$ cat src/rtl/counter_ctrl_pkg.sv
// Shared types and constants for the interval-timer controller that sequences
// the external 16-bit up-counter.
package counter_ctrl_pkg;

  typedef enum logic {
    IDLE = 1'b0,
    RUN  = 1'b1
  } state_e;

  localparam logic MODE_ONESHOT  = 1'b0;
  localparam logic MODE_PERIODIC = 1'b1;

endpackage

$ cat src/rtl/counter_prescaler.sv
// Prescaler for the interval timer: emits one tick every load_val+1 cycles
// while running, and is held at zero while clear is asserted.
module counter_prescaler #(
  parameter int unsigned PRE_W = 8
) (
  input  logic             clk,
  input  logic             reset,
  input  logic             clear,
  input  logic [PRE_W-1:0] load_val,
  output logic             tick
);

  logic [PRE_W-1:0] pre_q;
  logic [PRE_W-1:0] pre_d;

  // Tick on the last count of each prescale window; wrap there, else advance.
  always_comb begin
    tick  = !clear && (pre_q == load_val);
    pre_d = pre_q + 1'b1;
    if (clear || tick) begin
      pre_d = '0;
    end
  end

  // Prescale count register.
  always_ff @(posedge clk or posedge reset) begin
    if (reset) begin
      pre_q <= '0;
    end else begin
      pre_q <= pre_d;
    end
  end

endmodule

$ cat src/rtl/counter_16bit_ctrl.sv
// Interval-timer controller for the external 16-bit up-counter: drives the
// counter's synchronous reset/enable, watches its count, and reports terminal
// events (one-shot or periodic) with a saturating period count and a sticky
// over-limit fault.
module counter_16bit_ctrl
  import counter_ctrl_pkg::*;
#(
  parameter int unsigned CNT_W = 16,
  parameter int unsigned PRE_W = 8,
  parameter int unsigned PER_W = 8
) (
  input  logic             clk,
  input  logic             reset,
  input  logic             start,
  input  logic             stop,
  input  logic             mode,
  input  logic [CNT_W-1:0] limit,
  input  logic [PRE_W-1:0] prescale,
  input  logic [CNT_W-1:0] count,
  output logic             cnt_reset,
  output logic             cnt_enable,
  output logic             busy,
  output logic             done,
  output logic [PER_W-1:0] periods,
  output logic             fault
);

  state_e           state_q,    state_d;
  logic [CNT_W-1:0] limit_q,    limit_d;
  logic [PRE_W-1:0] prescale_q, prescale_d;
  logic             mode_q,     mode_d;
  logic [PER_W-1:0] periods_q,  periods_d;
  logic             fault_q,    fault_d;
  logic             done_q,     done_d;

  logic run;
  logic tick;
  logic term;

  assign run = (state_q == RUN);

  counter_prescaler #(
    .PRE_W(PRE_W)
  ) u_prescaler (
    .clk     (clk),
    .reset   (reset),
    .clear   (!run),
    .load_val(prescale_q),
    .tick    (tick)
  );

  // Counter control: hold the counter cleared in IDLE, wrap it at terminal count.
  always_comb begin
    term       = tick && (count == limit_q);
    cnt_reset  = 1'b1;
    cnt_enable = 1'b0;
    if (run) begin
      cnt_reset  = term;
      cnt_enable = tick && !term;
    end
  end

  // Next-state logic: arming, stop/fault aborts, terminal-event bookkeeping.
  always_comb begin
    state_d    = state_q;
    limit_d    = limit_q;
    prescale_d = prescale_q;
    mode_d     = mode_q;
    periods_d  = periods_q;
    fault_d    = fault_q;
    done_d     = 1'b0;
    case (state_q)
      IDLE: begin
        if (start && !stop) begin
          limit_d    = limit;
          prescale_d = prescale;
          mode_d     = mode;
          periods_d  = '0;
          fault_d    = 1'b0;
          state_d    = RUN;
        end
      end
      RUN: begin
        // stop outranks a same-cycle terminal event, so no done is produced.
        if (stop) begin
          state_d = IDLE;
        end else if (count > limit_q) begin
          fault_d = 1'b1;
          state_d = IDLE;
        end else if (term) begin
          done_d = 1'b1;
          if (periods_q != '1) begin
            periods_d = periods_q + 1'b1;
          end
          if (mode_q != MODE_PERIODIC) begin
            state_d = IDLE;
          end
        end
      end
      default: state_d = IDLE;
    endcase
  end

  // State, latched configuration and status registers.
  always_ff @(posedge clk or posedge reset) begin
    if (reset) begin
      state_q    <= IDLE;
      limit_q    <= '0;
      prescale_q <= '0;
      mode_q     <= MODE_ONESHOT;
      periods_q  <= '0;
      fault_q    <= 1'b0;
      done_q     <= 1'b0;
    end else begin
      state_q    <= state_d;
      limit_q    <= limit_d;
      prescale_q <= prescale_d;
      mode_q     <= mode_d;
      periods_q  <= periods_d;
      fault_q    <= fault_d;
      done_q     <= done_d;
    end
  end

  assign busy    = run;
  assign done    = done_q;
  assign periods = periods_q;
  assign fault   = fault_q;

endmodule

$ cat config.mk
export PLATFORM = sky130hd
export DESIGN_NAME = counter_16bit_ctrl
export DESIGN_NICKNAME = d
export VERILOG_FILES = /design/src/rtl/counter_ctrl_pkg.sv /design/src/rtl/counter_prescaler.sv /design/src/rtl/counter_16bit_ctrl.sv
export SDC_FILE = /design/constraint.sdc
export NUM_CORES = 1
export LEC_CHECK = 0
export CAP_MARGIN = 20
export CORE_ASPECT_RATIO = 1.25
export CORE_UTILIZATION = 50
export DETAILED_ROUTE_END_ITERATION = 10
export GPL_ROUTABILITY_DRIVEN = 0
export PLACE_DENSITY = 0.78
export SETUP_SLACK_MARGIN = 0.05
export SKIP_LAST_GASP = 1
export SLEW_MARGIN = 20
export SYNTH_ARGS = -nofsm -noshare
export SYNTH_HDL_FRONTEND = slang
export SYNTH_SLANG_ARGS = --single-unit
$ cat constraint.sdc
create_clock -name clk -period 5.1 [get_ports clk]
set_clock_uncertainty 0.15 [all_clocks]
set_input_delay 1.02 -clock clk [delete_from_list [all_inputs] [get_ports clk]]
set_output_delay 1.02 -clock clk [all_outputs]
set_load 0.02 [all_outputs]
Yosys cells after proc, flatten, opt, wreduce, memory -nomap -nowiden
Index checks and enable logic that the tools add are counted.

storage, ports and cells
  word-level logic and storage cells = 55
  output and inout bits = 13
  bits in registers = 44
  bits of input ports = 45

cells by class
  reductions and logical operators = 11
  multiplexer cells = 23
  add/sub/neg operators = 2
  eq/ne operators = 9
  bitwise logic cells = 1
  $lt $le $gt $ge = 1

operators by type and width
  cell                   number
  $mux W8                6
  $add A8 B1 Y8 const B  2
  $eq A16 B16 Y1         1
  $gt A16 B16 Y1         1
  $pmux W8 S2            1
  $mux W1                14
  $eq A8 B8 Y1           1
  $ne A8 B8 Y1 const B   1
  $ne A2 B1 Y1 const B   3
  $ne A2 B2 Y1 const B   3
  $reduce_and A5 Y1      1
  $logic_and A1 B1 Y1    4
  $pmux W1 S2            2
  $logic_not A1 Y1       3
  $reduce_and A3 Y1      1
  $reduce_and A2 Y1      1
  $logic_or A1 B1 Y1     1
  $not A1 Y1             1

Longest topological paths before layout
Gate-level depths: netlist (run 1).

  depth after elaboration = 7
  gate-level depth with buffers = 7
  depth with buffers taken out = 7

By module
Synthesis (run 1) repeated with hierarchy kept, for this count alone.

unflattened totals
  cell total of the unflattened synthesis = 257
  area, all modules = 2,358.5 um2

by module, submodules not included
  module              area an instance (um2)  sequential area each (um2)  times used  cells each
  counter_16bit_ctrl  1,865.5                 900.9                       1           210
  counter_prescaler   493.0                   200.2                       1           47

Worst setup path before layout (run 1)
OpenSTA, ideal clock, no wires.

  kind = input to output
  start = input count[7]
  end = output cnt_enable
  required time = 3,930 ps
  path slack = 1,766 ps
  stages on the path = 4
  path buffers = 0
  arrival time = 2,164 ps
  path through = ha_1 nand4_1 or4_1 nor3b_1

between the ends
  word-level cells in the longest chain between the ends = 5

ends and longest elaborated chain
  element              RTL line                  text
  start: declaration   counter_16bit_ctrl.sv:19  input logic [CNT_W-1:0] count,
  $eq A16 B16 Y1       counter_16bit_ctrl.sv:54  term = tick && (count == limit_q);
  $logic_and A1 B1 Y1  counter_16bit_ctrl.sv:54
  $logic_not A1 Y1     counter_16bit_ctrl.sv:59  cnt_enable = tick && !term;
  $logic_and A1 B1 Y1  counter_16bit_ctrl.sv:59
  $mux W1              counter_16bit_ctrl.sv:57  if (run) begin
  end: declaration     counter_16bit_ctrl.sv:21  output logic cnt_enable,

No other way between the ends.

Final worst setup path (run 1)
  start = input count[13]
  end = output cnt_enable

Same word-level chain as after synthesis.

==> results of run 1 <==
[cells by family after synthesis]
group	after synthesis	synth area share
multiplexers	3	0.0125
AND/OR/NAND/NOR	108	0.226
AO/OA/AOI/OAI	47	0.115
buffers and inverters	27	0.0423
adder cells (fa/ha/maj)	18	0.0940
XOR/XNOR	14	0.0512
flip-flops	44	0.460
[cell usage in the layout, fill, tap and decap left out, drive strengths merged, types with 2 or more instances in the layout]
cell type and count:
a21oi 7, ha 18, o21ai 24, xor2 13, and3 6, nor2b 2, clkbuf 5, nand2b 5
nand3 7, inv 19, a31oi 4, a31o 4, nor4 3, or4 2, dfrtp 44, nor2 14
a21o 2, nand4 5, nand2 59, nor3 2, mux2i 3, buf 2, clkdlybuf4s50 57
[sequential cells by signal, summed over array words and instances, names as in the netlist]
register and cells:
fault 1, u_prescaler.pre_q 8, periods 8, prescale_q 8, limit_q 16, mode_q 1
done 1, busy 1
[power groups by stage]
stage,sequential (mW),clock (mW),combinational (mW)
after floorplan,0.427,0,0.164
after global placement,0.430,0,0.243
after detailed placement,0.431,0,0.250
after CTS,0.425,0.203,0.252
after global routing,0.429,0.213,0.283
final,0.424,0.196,0.248
[layout make-up]
class,count,area (um^2)
Fill cell,382,1390
Multi-Input combinational cell,190,1200
Sequential cell,44,1100
Timing Repair Buffer,59,586
Inverter,20,75.1
Tap cell,58,72.6
Clock buffer,5,68.8
[through the flow]
step / hold WS (ns) / util / cell area [um^2] / instances
floorplan: 0.300 / - / 2400 / 261
global placement: 0.320 / 0.674 / 3030 / 371
detailed placement: 0.325 / 0.674 / 3030 / 371
CTS: 0.345 / 0.690 / 3100 / 376
global route: 0.375 / 0.690 / 3100 / 376
finish: 0.337 / 0.690 / 3100 / 376
[worst min-delay path by stage]
stage,to,from
after floorplan,limit_q[0],limit_q[0]
after global placement,limit_q[0],limit_q[0]
after detailed placement,limit_q[0],limit_q[0]
after CTS,limit_q[0],limit_q[0]
after global routing,limit_q[0],limit_q[0]
final,limit_q[0],limit_q[0]
[worst register-to-register path, stage by stage, from the launching register on]
cell and delay [ns]:
sky130_fd_sc_hd__dfrtp_1 0.43, sky130_fd_sc_hd__ha_1 0.23, sky130_fd_sc_hd__and3_1 0.21, sky130_fd_sc_hd__and3_1 0.22, sky130_fd_sc_hd__a31o_1 0.27, sky130_fd_sc_hd__or4_1 0.51, sky130_fd_sc_hd__a21oi_1 0.15
[layer usage]
metal / global-route usage / vias up / wire, um
met1: 0.251 / 902 / 2220
met2: 0.377 / 47 / 2410
met3: 0.0443 / 7 / 240
met5: 0 / - / 0
met4: 0.0886 / 0 / 79
li1: - / 996 / -
==> flow_results.org, run 1 <==
** STA
- Final min period :: 4.36 ns
- After layout, the worst setup slack is 0.742 ns.
- Setup violations remaining at the end of the flow were counted as 0.
- Worst-margin pin slew :: 0.640 ns
- The max-slew violation total from the final report is 0.
- Setup repair after global routing left no endpoint under its margin.
- Setup tns final :: 0 ns
- Of the available clock period, the critical path in the final layout requires 0.855.
- Worst slew margin :: 0.573
- Maximum clock frequency :: 0.229 GHz
- The final-report hold violation count was 0.

** Clock tree
- Clock insertion delay at the later pin of the skew report :: 0.30 ns
- Buffer type at the clock tree root :: sky130_fd_sc_hd__clkbuf_8
- TritonCTS built the clock tree.
- Number of gates given a new drive strength after cts :: 0
- The number of clock buffers added by TritonCTS is 5.
- Once the clock tree was built, the setup fixing pass inserted 0 buffers.
- Cts-stage hold buffer count :: 0
- Number of levels in the clock H-tree :: 2
- Post-CTS clock slew at the launch and capture registers of the worst setup and hold paths :: 0.07 ns
- Bufs on Longest Clock Path :: 2
- Number of clock sinks :: 44

** Global route
- Vias in the first global route :: 1887
- Summed over all layers, the global routing overflow is 0.
- In the global route stage, overall resource usage came out at 0.214.
- Maximum number of pins on one net before global-route repair :: 45
- Wire length of the first global-routing pass :: 8190 um
- Number of antenna violations at the first check in global routing :: 0

** Synthesis
- In this run the cell area of the synthesized design comes to 2400 um^2.
- Commonest cells in the synthesized netlist :: sky130_fd_sc_hd__nand2_1, sky130_fd_sc_hd__dfrtp_1, sky130_fd_sc_hd__o21ai_0
- Of the synthesized area, sequential elements account for 0.460.
- Yosys mapped a number of flops with a built-in enable equal to 0.
- The most common cell in the synthesized netlist is sky130_fd_sc_hd__nand2_1.
- Main synth FF type :: sky130_fd_sc_hd__dfrtp_1
- Top cells by area in the synthesized netlist :: sky130_fd_sc_hd__dfrtp_1, sky130_fd_sc_hd__ha_1, sky130_fd_sc_hd__nand2_1
- Fraction of synthesis flops using an asynchronous set or reset pin :: 1.00
- Area share of the leading cell type in the synthesized netlist :: 0.460
- Synthesis inferred 44 register bits.
- Synthesis produced 261 cells.
- Synthesized netlist net count :: 324
- Post-synthesis cell type with the largest combined area :: sky130_fd_sc_hd__dfrtp_1
- Post-Syn Area per Cell :: 9.18 um^2
- Synth Warn # :: 0
- Count of different cell masters after synthesis :: 36

** Power and ir drop
- Part of the total power dissipated in the clock network :: 0.226
- Of the total power, the share spent switching nets is 0.309.
- Internal power :: 0.600 mW
- In this run the power spent charging and discharging nets is 0.268 mW.
- Pwr dens :: 280 nW/um^2
- Across the VDD grid, the largest voltage drop is 0.204 mV.
- The design draws 0.868 mW.
- Reported leakage power :: 1.45 nW
- The share of total power dissipated in sequential elements is 0.489.
- Relative contribution of combinational cells to total power :: 0.285

** Worst setup path
- Across all register-to-register paths, the minimum setup slack is 2.86 ns.
- The critical path is of the input pin to output port type.
- STA puts the critical path data required time at 3.93 ns.
- Critical path launch point :: count[13]
- The critical path runs through a total of 6 cells.
- Cell family contributing the most delay on the critical path :: buffers and inverters
- Crit path buffers/inverters :: 2
- Maximum fanout count along the critical path :: 3
- Terminus of the critical flop-to-flop path :: periods[5]
- STA puts the critical path data arrival time at 3.19 ns.
- Max stage delay cell, worst path :: sky130_fd_sc_hd__or4_1
- Following the worst setup path forward leads to its endpoint at cnt_enable.
- The worst setup path is captured at an output port.
- Number of cells on the worst reg-to-reg path :: 6
- Walking the worst path, the cells encountered are clkdlybuf4s50_1 > ha_1 > nand4_1 > or4_1 > nor3b_1 > clkdlybuf4s50_1.
- The worst register-to-register path begins at periods[0].
- By instance count, the cell type seen most on the critical path is sky130_fd_sc_hd__clkdlybuf4s50_1.
- STA classifies the critical path startpoint as an input pin.
- In this design, the stage delay of the slowest critical-path cell is 0.57 ns.

** Worst hold path
- The min-delay analysis places its worst path in the category register to register.
- Number of cells on the worst hold path :: 2

** Routing
- Before antenna repair, the detailed router went through 5 iterations.
- After detailed routing, the number of remaining DRC violations is 0.
- The detailed router finished its first iteration with 78 violations.
- The detailed router placed 1952 vias in this run.
- After detailed routing, the total wire length is 4950 um.
- Dividing the detail-routed via count by the number of cells gives 5.19.
- Dividing the detail-routed wire length by the instance count gives 13.2 um.
- Remaining antenna violation count :: 0

** Placed design
- Once detailed placement completed, the half-perimeter wirelength came to 3610 um.
- DP Worst Slack :: 0.748 ns
- In this run the tool buffered the top-level ports with 57 buffer cells.

** Floorplanning
- Total die area :: 5070 um^2
- The floorplan step set the die width to 63.9 um.
- The floorplan has 27 rows.
- The total area inside the core boundary comes to 4490 um^2.
- I/O pin cnt :: 58
- Initial Utilization :: 0.533
- Die height :: 79.4 um

** Run
- The tool flagged a number of max-cap violations equal to 0.

** Final layout
- The repair_antennas step left the layout with diodes totalling 0.
- For this run, the post-layout net count is 383.
- Of the cells placed in the final design, the portion with a size suffix greater than 1 is 0.0535.
- P&R area growth vs syn :: 29.3%

** Outcome
- Outcome :: complete, no violations
Note: power is estimated with default switching activity, not from simulation.
==> run 2, diff against run 1 <==
--- a/config.mk
+++ b/config.mk
@@ -7,10 +7,12 @@
 export LEC_CHECK = 0
 export CAP_MARGIN = 20
 export CORE_ASPECT_RATIO = 1.25
-export CORE_UTILIZATION = 50
+export CORE_MARGIN = 2
+export CORE_UTILIZATION = 53
 export DETAILED_ROUTE_END_ITERATION = 10
 export GPL_ROUTABILITY_DRIVEN = 0
-export PLACE_DENSITY = 0.78
+export HOLD_SLACK_MARGIN = 0.08
+export PLACE_DENSITY = 0.82
 export SETUP_SLACK_MARGIN = 0.05
 export SKIP_LAST_GASP = 1
 export SLEW_MARGIN = 20
==> run 2 against run 1 <==
  * Cell area is 1.4% higher
  * Critical path type unchanged
  * Global-route usage is 0.26 points lower
  * Sequential power hardly changed
==> flow_results.org, run 2 (synthesized netlist as in run 1, its figures left out) <==
** Outcome
- Outcome :: complete, no violations (unchanged)

** Routing
- Remaining antenna violation count :: 0 (unchanged)
- The via count is 2020 (was 1952).
- The number of DRC markers after the initial detailed-route iteration was 114 (was 78).
- The count of TritonRoute iterations in the first routing pass is 4 (was 5).
- Total wire length :: 5060 um (was 4950 um)
- Via density :: 5.33 (was 5.19)
- The average detailed-routed wire length per instance was 13.4 um (was 13.2 um).
- DRC viols :: 0 (unchanged)

** Clock tree
- Clock insertion delay at the later pin of the skew report :: 0.29 ns (was 0.30 ns)
- Number of gates given a new drive strength after cts :: 0 (unchanged)
- The clock-pin slew reported for the worst setup and hold paths after clock tree synthesis is 0.08 ns (was 0.07 ns).
- The cell at the root of the clock tree is sky130_fd_sc_hd__clkbuf_8 (unchanged).
- Number of levels in the clock H-tree :: 2 (unchanged)
- Bufs on Longest Clock Path :: 2 (unchanged)
- The clock tree from TritonCTS is done (unchanged).
- The CTS sink count is 44 (unchanged).
- Number of clock buffers inserted by TritonCTS :: 5 (unchanged)
- The count of hold buffers inserted by post-cts repair came to 0 (unchanged).
- Number of post-CTS setup repair buffers :: 0 (unchanged)

** STA
- Worst slew margin :: 0.561 (was 0.573)
- Final setup violating endpoints :: 0 (unchanged)
- The worst-margin pin slew was 0.659 ns (was 0.640 ns).
- Final Max Slew Viols :: 0 (unchanged)
- Final clock period utilization by the worst path :: 0.860 (was 0.855)
- The final sum of negative setup slack came to 0 ns (unchanged).
- The shortest period the worst path allows is 4.38 ns (was 4.36 ns).
- Setup repair after global routing missed its margin: no (unchanged).
- Maximum clock frequency :: 0.228 GHz (was 0.229 GHz)
- The final-report hold violation count was 0 (unchanged).

** Run
- Maximum capacitance violations :: 0 (unchanged)

** Power and ir drop
- Switching pwr :: 0.279 mW (was 0.268 mW)
- The maximum ir drop on the vdd rail came to 0.197 mV (was 0.204 mV).
- The combinational cell fraction of total power is 0.267 (was 0.285).
- The cell-internal power was 0.657 mW (was 0.600 mW).
- Pwr dens :: 298 nW/um^2 (was 280 nW/um^2)
- Part of the total power dissipated in the clock network :: 0.279 (was 0.226)
- The cell leakage power came to 1.47 nW (was 1.45 nW).
- The share of power burned in registers was 0.454 (was 0.489).
- The switching portion of total power is 0.298 (was 0.309).

** Worst setup path
- Type of the worst setup path :: input pin to output port (unchanged)
- Cell-by-cell trace of the critical path: clkdlybuf4s50_1 > ha_1 > nand4_1 > or4_1 > nor3b_1 > clkdlybuf4s50_1 (unchanged).
- Critical Path End Type :: output port (unchanged)
- The origin of the worst setup path is count[6] (was count[13]).
- The cell at the slowest stage of the critical path is sky130_fd_sc_hd__or4_1 (unchanged).
- The signal arrival time at the worst endpoint came to 3.21 ns (was 3.19 ns).
- Required time of the critical path :: 3.93 ns (about the same)
- The cell type with the highest occurrence count on the critical path was sky130_fd_sc_hd__clkdlybuf4s50_1 (unchanged).
- Maximum fanout count along the critical path :: 2 (was 3)
- Startpoint type of the worst setup path :: input pin (unchanged)
- Worst r2r src :: limit_q[7] (was periods[0])
- The maximum single-stage delay on the critical path is 0.58 ns (was 0.57 ns).

** Floorplanning
- Floorplan die width :: 64.1 um (was 63.9 um)
- The number of top-level design ports is 58 (unchanged).
- Core region area :: 4390 um^2 (was 4490 um^2)
- Initial Utilization :: 0.546 (was 0.533)
- The total die area was 5080 um^2 (was 5070 um^2).
- The floorplan die height is 79.2 um (was 79.4 um).
- The count of standard-cell rows was 27 (unchanged).

** Final layout
- The net count reported at finish was 383 (unchanged).
- The sequential cell area came to 1100 um^2 (unchanged).
- Number of flip-flops under the largest register name :: 16 (unchanged)
- Highest-count cells in the layout ignoring fill and taps: sky130_fd_sc_hd__nand2_1, sky130_fd_sc_hd__clkdlybuf4s50_1, sky130_fd_sc_hd__dfrtp_1 (unchanged).
- Most common cell after layout, fill and taps aside :: sky130_fd_sc_hd__nand2_1 (unchanged)
- The fraction of final layout cells sized beyond drive strength 1 was 0.0623 (was 0.0535).
- The area overhead of the layout relative to synthesis was 31.1% (was 29.3%).
- The fraction of the core area covered by cells at the end of the flow is 0.715 (was 0.690).
- The number of fillers in the final layout came to 355 (was 382).
- Register with the highest flop count :: limit_q (unchanged)
- Non-filler instance count after layout :: 379 (was 376)
- Footprint of the multi-input gates :: 1200 um^2 (unchanged)
- The number of diodes added for antenna fixing came to 0 (unchanged).

** Global route
- The remaining global-route overflow came to 0 (unchanged).
- The wire length of the first global-routing pass is 8410 um (was 8190 um).
- The maximum number of pins on one net before global-route repair came to 45 (unchanged).
- GRT Overall Usage :: 0.211 (was 0.214)
- The number of global-route vias before repair is 1995 (was 1887).
- Number of antenna violations at the first check in global routing :: 0 (unchanged)

** Worst hold path
- The worst min-delay path category was register to register (unchanged).
- Launch instance of the worst min-delay path :: limit_q[0] (unchanged)

** Placed design
- The placed wire-length estimate was 3760 um (was 3610 um).
- The number of placed instances, taps included is 371 (unchanged).
- The total of buffers placed on input and output ports was 57 (unchanged).
run 2: metal layers:
metal,vias to the layer above,track usage,share of wire
met5,-,0,0
met4,0,0.0936,0.021
met3,12,0.0368,0.067
met2,73,0.371,0.50
met1,937,0.253,0.41
li1,998,-,-
run 2: area by class of cell:
class,instances,share of cell area
Clock buffer,5,0.0219
Clock inverter,3,0.0135
Inverter,20,0.0239
Multi-Input combinational cell,190,0.381
Sequential cell,44,0.350
Tap cell,58,0.0231
Timing Repair Buffer,59,0.186
run 2: through the flow:
stage	hold slack (ns)	area (um^2)	setup WS (ns)	power (mW)
6_report	0.347	3140	0.716	0.935
5_1_grt	0.379	3140	0.576	0.998
2_1_floorplan	0.300	2400	1.77	0.591
3_3_place_gp	0.314	3030	0.738	0.672
3_5_place_dp	0.328	3030	0.720	0.683
4_1_cts	0.349	3140	0.709	0.944
run 2: worst paths after layout:
kind	to	slack, ns	depth (start not counted)
worst max-delay path	cnt_enable	0.72	6
worst min-delay path	limit_q[0]	0.35	2
worst max register to register	periods[5]	2.83	7
worst min register to register	limit_q[0]	0.35	2
max in group asynchronous	prescale_q[4]	3.41	3
min in group asynchronous	limit_q[7]	1.00	3
run 2: power groups by stage:
stage	Clock, mW	Sequential [mW]	Combinational [mW]
6_report	0.261	0.424	0.249
3_5_place_dp	0	0.431	0.251
2_1_floorplan	0	0.427	0.164
5_1_grt	0.284	0.430	0.285
3_3_place_gp	0	0.430	0.242
4_1_cts	0.266	0.425	0.253
run 2: critical path, delay by kind of cell:
| family | cells | cell delay (ns) |
|---|---|---|
| buffers and inverters | 2 | 0.96 |
| and+or+nand+nor | 3 | 0.92 |
| adders and majority gates | 1 | 0.31 |
